### config.mk
export PLATFORM = sky130hd
export DESIGN_NAME = lab_ass_2
export DESIGN_NICKNAME = d
export VERILOG_FILES = /design/src/rtl/lab_ass_2_pkg.sv /design/src/rtl/lab_ass_2_sat_cnt.sv /design/src/rtl/lab_ass_2.sv
export SDC_FILE = /design/constraint.sdc
export NUM_CORES = 1
export LEC_CHECK = 0
export ABC_AREA = 1
export ABC_CLOCK_PERIOD_IN_PS = 1800
export BUFFER_PORTS_ARGS = -buffer_cell sky130_fd_sc_hd__buf_2
export CAP_MARGIN = 5
export CORE_AREA = 2 2 39 41
export DETAILED_ROUTE_END_ITERATION = 6
export DIE_AREA = 0 0 41 43
export GPL_TIMING_DRIVEN = 0
export PLACE_DENSITY = 0.78
export SKIP_LAST_GASP = 1
export SLEW_MARGIN = 20
export SYNTH_ARGS = -nofsm -noshare
export SYNTH_HDL_FRONTEND = slang
export SYNTH_SLANG_ARGS = --single-unit
### constraint.sdc
create_clock -name clk -period 1.8 [get_ports clk]
set_clock_uncertainty 0.2 [all_clocks]
set_input_delay 0.36 -clock clk [delete_from_list [all_inputs] [get_ports clk]]
set_output_delay 0.36 -clock clk [all_outputs]
set_load 0.01 [all_outputs]
### src/rtl/lab_ass_2_pkg.sv
// Shared types and constants for the lab_ass_2 four-input truth-table evaluator.
package lab_ass_2_pkg;

    localparam logic [15:0] DEFAULT_TT = 16'hF222;

    typedef logic [3:0]  idx_t;
    typedef logic [15:0] tt_t;

endpackage

### src/rtl/lab_ass_2_sat_cnt.sv
// Generic saturating up-counter with asynchronous active-high reset.
module lab_ass_2_sat_cnt #(
    parameter int WIDTH = 8
) (
    input  logic             clk,
    input  logic             rst,
    input  logic             inc_i,
    output logic [WIDTH-1:0] count_o
);

    logic [WIDTH-1:0] count_q;
    logic [WIDTH-1:0] count_d;

    // Stop at all-ones so the count never wraps back to zero.
    always_comb begin
        count_d = count_q;
        if (inc_i && (count_q != {WIDTH{1'b1}})) begin
            count_d = count_q + WIDTH'(1);
        end
    end

    always_ff @(posedge clk or posedge rst) begin
        if (rst) begin
            count_q <= '0;
        end else begin
            count_q <= count_d;
        end
    end

    assign count_o = count_q;

endmodule

### src/rtl/lab_ass_2.sv
// Four-input Boolean function evaluator: table lookup, registered result, true-result counter.
// Define LAB_ASS_2_TT_PROG_EN to make the truth table runtime-writable via tt_we/tt_wdata.
module lab_ass_2
    import lab_ass_2_pkg::*;
#(
    parameter logic [15:0] TRUTH_TABLE = DEFAULT_TT,
    parameter int          CNT_W       = 8
) (
    input  logic             clk,
    input  logic             rst,
    input  logic             in_valid,
    input  logic             a,
    input  logic             b,
    input  logic             c,
    input  logic             d,
`ifdef LAB_ASS_2_TT_PROG_EN
    input  logic             tt_we,
    input  logic [15:0]      tt_wdata,
`endif
    output logic             f_comb,
    output logic             f,
    output logic             f_valid,
    output logic [CNT_W-1:0] true_cnt
);

    tt_t  activeTable;
    idx_t lookupIdx;
    logic result_q;
    logic result_d;
    logic resultValid_q;
    logic resultValid_d;

`ifdef LAB_ASS_2_TT_PROG_EN
    tt_t table_q;

    // A write lands at the edge, so a same-cycle evaluation still sees the old table.
    always_ff @(posedge clk or posedge rst) begin
        if (rst) begin
            table_q <= TRUTH_TABLE;
        end else if (tt_we) begin
            table_q <= tt_wdata;
        end
    end

    assign activeTable = table_q;
`else
    assign activeTable = TRUTH_TABLE;
`endif

    assign lookupIdx = {a, b, c, d};
    assign f_comb    = activeTable[lookupIdx];

    always_comb begin
        result_d      = result_q;
        resultValid_d = in_valid;
        if (in_valid) begin
            result_d = f_comb;
        end
    end

    always_ff @(posedge clk or posedge rst) begin
        if (rst) begin
            result_q      <= 1'b0;
            resultValid_q <= 1'b0;
        end else begin
            result_q      <= result_d;
            resultValid_q <= resultValid_d;
        end
    end

    assign f       = result_q;
    assign f_valid = resultValid_q;

    lab_ass_2_sat_cnt #(
        .WIDTH (CNT_W)
    ) u_trueCnt (
        .clk     (clk),
        .rst     (rst),
        .inc_i   (in_valid & f_comb),
        .count_o (true_cnt)
    );

endmodule

==> flow_summary.toml, run 1 <==
[pwr]
p_per_area_nw_per_um2 = 1030
max-vdd-ir-drop_mv = 0.624
p_leak_uw = 0.000425

[layout]
drive_gt1_frac = 0.262
multiInputGateArea_um2 = 289
syn2layout_area_growth_pct = 26.2
regArea_um2 = 250
nNetsFinal = 112
fillers = 138
diodes = 0

[floorplan]
ios = 18
start_util = 0.417
core_um2 = 1380
die_h_um = 43
dieArea_um2 = 1760
rows = 14
die_w_um = 41

[setup_path]
path_max_fanout = 8
worstSetupEndpointType = "register"
worstPathRequired_ps = 1810
crit_path_start_kind = "register"
arrival_ps = 1560
critPathKind = "reg -> reg"

[synthesis]
ys_warn_count = 0
syn_avg_cell_area_um2 = 7.12
synth_top_family_by_area = "simple AND/OR/NAND/NOR gates"
synth_fa_ha_area_frac = 0.0217
syn_area_um2 = 577
yosys.area_share.simple = 0.416
yosys-mux-area-fraction = 0
ys_seq_area_frac = 0.434
synth_xor_area_frac = 0.0456
synth_cell_type_count = 16
syn-num-nets = 89
synth-seq-cells = 10
syn_inst = 81
synth_compound_area_frac = 0.0174

[clock_network]
clock_latency_ps = 270
htreeDepth = 1
cts_tree = "built"
cts.sinks = 10
cts_buffer_depth = 2
cts_root_buffer = "clkbuf_4"
path_clk_slew_ps = 70
cts-buffers-inserted = 3

[sta]
period_minus_slack_ps = 1550
max_clock_freq_ghz = 0.646
setup_viol = 0
finalSetupTns_ps = 0
finalHoldViolCount = 0
min_period_over_period = 0.860
slew_violations = 0
worstMarginPinSlew_ps = 386
rsz0062_at_grt = "false"
hold_ws_ps = 11.0
slew_headroom = 0.743

[global_route]
antenna_found_initial = 0
grt_pass1_vias = 465
grtUsageTotal = 0.167
grt_pass1_wl_um = 1940
grt_overflow_total = 0
grt_max_degree = 11

[drt]
route.detailed.drc = 0
vias = 524
drtPass1Iterations = 3
drt_wl_total_um = 1140
drt_iter0_markers = 6
routed_via_density = 4.40
wl_per_cell_um = 9.58
postRouteAntennaNets = 0

[placement]
dp_hpwl_um = 891
gp_congestion = 0.773
portBuffers = 17

[run]
drv_cap = 0

[run_status]
status = "finished clean"

[min_path]
hold_path.class = "in -> reg"
timing repair:
item                                   4_1_cts  5_1_grt
endpoints found under the hold margin       10        0
hold buffers                                 1        0
buffers inserted                             0        0
gates resized for setup                      0        0
cells by family after synthesis:
kind of cell / Yosys count
AND/OR/NAND/NOR: 55
buffers and inverters: 10
flip-flops: 10
XOR/XNOR: 3
AO/OA/AOI/OAI: 2
adder cells (fa/ha/maj): 1
synth_stat cells:
cell type	number	area, um2
nand3_2	1	10.0
ha_1	1	12.5
nand2_2	1	6.26
nand2_4	1	11.3
xnor2_1	2	17.5
nand3b_1	1	7.51
inv_2	1	3.75
nor2_4	1	11.3
nand2_1	42	158
nor2_2	1	6.26
xor2_1	1	8.76
nor2_1	4	15.0
nand3_1	3	15.0
inv_1	9	33.8
dfrtp_1	10	250
o21ai_0	2	10.0
final timing paths:
path                                                   from                               end  slack, ps  depth (start not counted)
min in group asynchronous                               rst  u_trueCnt.count_o[2]$_DFFE_PP0P_        400                          3
min                                                in_valid                 f_valid$_DFF_PP0_         10                          1
min reg2reg                u_trueCnt.count_o[0]$_DFFE_PP0P_  u_trueCnt.count_o[0]$_DFFE_PP0P_        350                          2
max reg2reg                u_trueCnt.count_o[1]$_DFFE_PP0P_  u_trueCnt.count_o[6]$_DFFE_PP0P_        250                          6
max in group asynchronous                               rst  u_trueCnt.count_o[5]$_DFFE_PP0P_        720                          3
max                        u_trueCnt.count_o[1]$_DFFE_PP0P_  u_trueCnt.count_o[6]$_DFFE_PP0P_        250                          6
cell type report:
cell class                      count  share of cell area
Clock buffer                        4              0.0498
Multi-Input combinational cell     61               0.397
Tap cell                           16              0.0275
Inverter                           10              0.0515
Timing Repair Buffer               18               0.131
Sequential cell                    10               0.344
registers in the layout, summed over array words and instances, names as in the netlist:
| register | count |
|---|---|
| f_valid | 1 |
| f | 1 |
| u_trueCnt.count_o | 8 |
worst max-delay path, cell delays in order, from the launching register on:
cell and delay [ps]:
dfrtp_1 430, ha_1 240, nand3_1 130, nor2_1 70, nor2_2 260, nand2_1 90, nand2_1 70
where the power goes:
group          internal (uW)  switching, uW
Combinational           93.1            113
Sequential               271           67.4
Clock                    123           84.1
routing by layer:
metal / vias up / GRT usage / wire, um / share of wire
met5: - / 0 / 0 / 0
met4: 0 / 0.0800 / 16 / 0.014
met3: 3 / 0.0628 / 44 / 0.039
met2: 9 / 0.238 / 564 / 0.49
met1: 225 / 0.215 / 515 / 0.45
li1: 287 / - / - / -
metrics by stage:
step	instance area (um2)	power, uW	worst slack [ps]	utilization	cells
after CTS	728	760	224	0.526	119
final	728	751	252	0.526	119
after global routing	728	809	158	0.526	119
after detailed placement	682	548	258	0.493	114
after global placement	682	541	279	0.493	114
after floorplan	577	465	371	-	81
cells in the final DEF, fill, tap and decap left out:
master	count
nand3_2	1
inv_2	1
xnor2_1	2
xor2_1	1
inv_1	9
o21ai_0	2
nand3_1	3
ha_1	1
buf_2	17
nor2_2	1
nand2_4	1
dfrtp_1	10
nand2_2	1
nor2_1	4
nand2_1	42
clkbuf_4	3
clkbuf_8	1
nor2_4	1
nand3b_1	1
dlygate4sd3_1	1
(Power assumes the default switching activity.)
==> run 2, diff against run 1 <==
--- a/config.mk
+++ b/config.mk
@@ -7,13 +7,15 @@
 export LEC_CHECK = 0
 export ABC_AREA = 1
 export ABC_CLOCK_PERIOD_IN_PS = 1800
-export BUFFER_PORTS_ARGS = -buffer_cell sky130_fd_sc_hd__buf_2
 export CAP_MARGIN = 5
-export CORE_AREA = 2 2 39 41
+export CELL_PAD_IN_SITES_DETAIL_PLACEMENT = 1
+export CELL_PAD_IN_SITES_GLOBAL_PLACEMENT = 2
+export CORE_MARGIN = 2
+export CORE_UTILIZATION = 30
 export DETAILED_ROUTE_END_ITERATION = 6
-export DIE_AREA = 0 0 41 43
+export DONT_BUFFER_PORTS = 1
 export GPL_TIMING_DRIVEN = 0
-export PLACE_DENSITY = 0.78
+export PLACE_DENSITY = 0.8
 export SKIP_LAST_GASP = 1
 export SLEW_MARGIN = 20
 export SYNTH_ARGS = -nofsm -noshare
==> flow_summary.toml, run 2 (synthesis results as in run 1) <==
[setup_path]
path_max_fanout = 8
worstSetupEndpointType = "register"
arrival_ps = 1560
timing.critical_path.mode_cell = "nand2_1"
crit_chain = "ha_1 > nand3_1 > nor2_1 > nor2_4 > nand2_1 > nand2_1"
critPathKind = "reg -> reg"
crit_path_start_kind = "register"
worstPathRequired_ps = 1750
cp_slowest_cell = "dfrtp_1"
cp_slowest_stage_delay_ps = 460

[floorplan]
die_h_um = 47.9
start_util = 0.327
die_w_um = 47.9
rows = 15
ios = 18
core_um2 = 1760
dieArea_um2 = 2290

[layout]
syn2layout_area_growth_pct = 16.1
drive_gt1_frac = 0.115
layout_commonest_cell = "nand2_1"
diodes = 0
final_util = 0.379
largest_reg_flops = 8
mostFrequentLayoutCells = "nand2_1 (42), dfrtp_1 (10), inv_1 (9)"
nNetsFinal = 96

[drt]
route.detailed.drc = 0
drt_iter0_markers = 3
drt_wl_total_um = 1300
postRouteAntennaNets = 0
wl_per_cell_um = 11.6
drtPass1Iterations = 4
vias = 497
routed_via_density = 4.44

[pwr]
max-vdd-ir-drop_mv = 0.455
p_switching_uw = 254
p_comb_frac = 0.188
p_per_area_nw_per_um2 = 1050
seq_power_share = 0.523
swShare = 0.360
p_int_uw = 452
p_leak_uw = 0.000353
power.share.clock = 0.288

[global_route]
grt_pass1_wl_um = 2320
grt_overflow_total = 0
grt_max_degree = 11
grtUsageTotal = 0.151
antenna_found_initial = 0
grt_pass1_vias = 518

[sta]
setup_viol = 0
slew_headroom = 0.729
finalHoldViolCount = 0
max_clock_freq_ghz = 0.623
worstMarginPinSlew_ps = 406
rsz0062_at_grt = "false"
fin_ws_ps = 194
period_minus_slack_ps = 1610
slew_violations = 0
finalSetupTns_ps = 0
hold_ws_ps = 132
min_period_over_period = 0.892

[clock_network]
cts_tree = "built"
clock_latency_ps = 260
htreeDepth = 1
cts_setup_buffers = 0
path_clk_slew_ps = 70
cts_root_buffer = "clkbuf_4"
cts.sinks = 10
cts_buffer_depth = 2
cts-buffers-inserted = 3

[min_path]
hold_path.class = "in -> reg"

[placement]
portBuffers = 0
dp_hpwl_um = 985
gp_congestion = 0.706
place_ws_ps = 106

[run_status]
status = "finished clean"

[run]
drv_cap = 0
[run 2: cell count changes in the layout (fill, tap and decap cells not counted), sizes merged]
cell,change
buf,-17
dlygate4sd3,+1
[run 2: layout make-up]
type / count / area (um2)
timing repair buffer: 2 / 20.0
sequential: 10 / 250
inverter: 10 / 37.5
tap: 25 / 31.3
multi-input combinational: 61 / 294
fill: 252 / 1090
clock buffer: 4 / 36.3
[run 2: critical path, delay by kind of cell (launching register included)]
| family | cells | cell delay, ps |
|---|---|---|
| adder cells (fa/ha/maj) | 1 | 250 |
| flip-flops | 1 | 460 |
| AND/OR/NAND/NOR | 5 | 580 |
[run 2: metrics by stage]
step | cells | instance area, um2 | total power, uW
6_report | 112 | 669 | 706
5_1_grt | 112 | 669 | 768
4_1_cts | 112 | 664 | 717
3_5_place_dp | 106 | 608 | 505
3_3_place_gp | 106 | 608 | 498
2_1_floorplan | 81 | 577 | 465
[run 2: power by group through the flow]
stage,Clock (uW),Combinational (uW),Sequential [uW]
floorplan,0,110,355
global placement,0,125,373
detailed placement,0,131,375
CTS,211,136,371
global route,224,163,381
finish,204,133,369
[run 2: routing by layer]
metal / GRT usage / wire length, um
met1: 0.188 / 580
met2: 0.243 / 648
met3: 0.0415 / 50
met4: 0.0649 / 15
met5: 0 / 0
[run 2: worst paths after layout]
check,slack (ps),from,cells after the start,to
setup reg to reg,190,u_trueCnt.count_o[1]$_DFFE_PP0P_,6,u_trueCnt.count_o[7]$_DFFE_PP0P_
max in group asynchronous,790,rst,2,u_trueCnt.count_o[6]$_DFFE_PP0P_
hold / removal,130,in_valid,2,f$_DFFE_PP0P_
min in group asynchronous,320,rst,2,u_trueCnt.count_o[3]$_DFFE_PP0P_
setup / recovery,190,u_trueCnt.count_o[1]$_DFFE_PP0P_,6,u_trueCnt.count_o[7]$_DFFE_PP0P_
hold reg to reg,420,f$_DFFE_PP0P_,2,f$_DFFE_PP0P_
[run 2: what timing repair did]
item | in CTS | in global routing
resized for setup | 0 | 1
endpoints found under the setup margin | 0 | 5
endpoints found under the hold margin | 12 | 0
hold buffers | 2 | 0
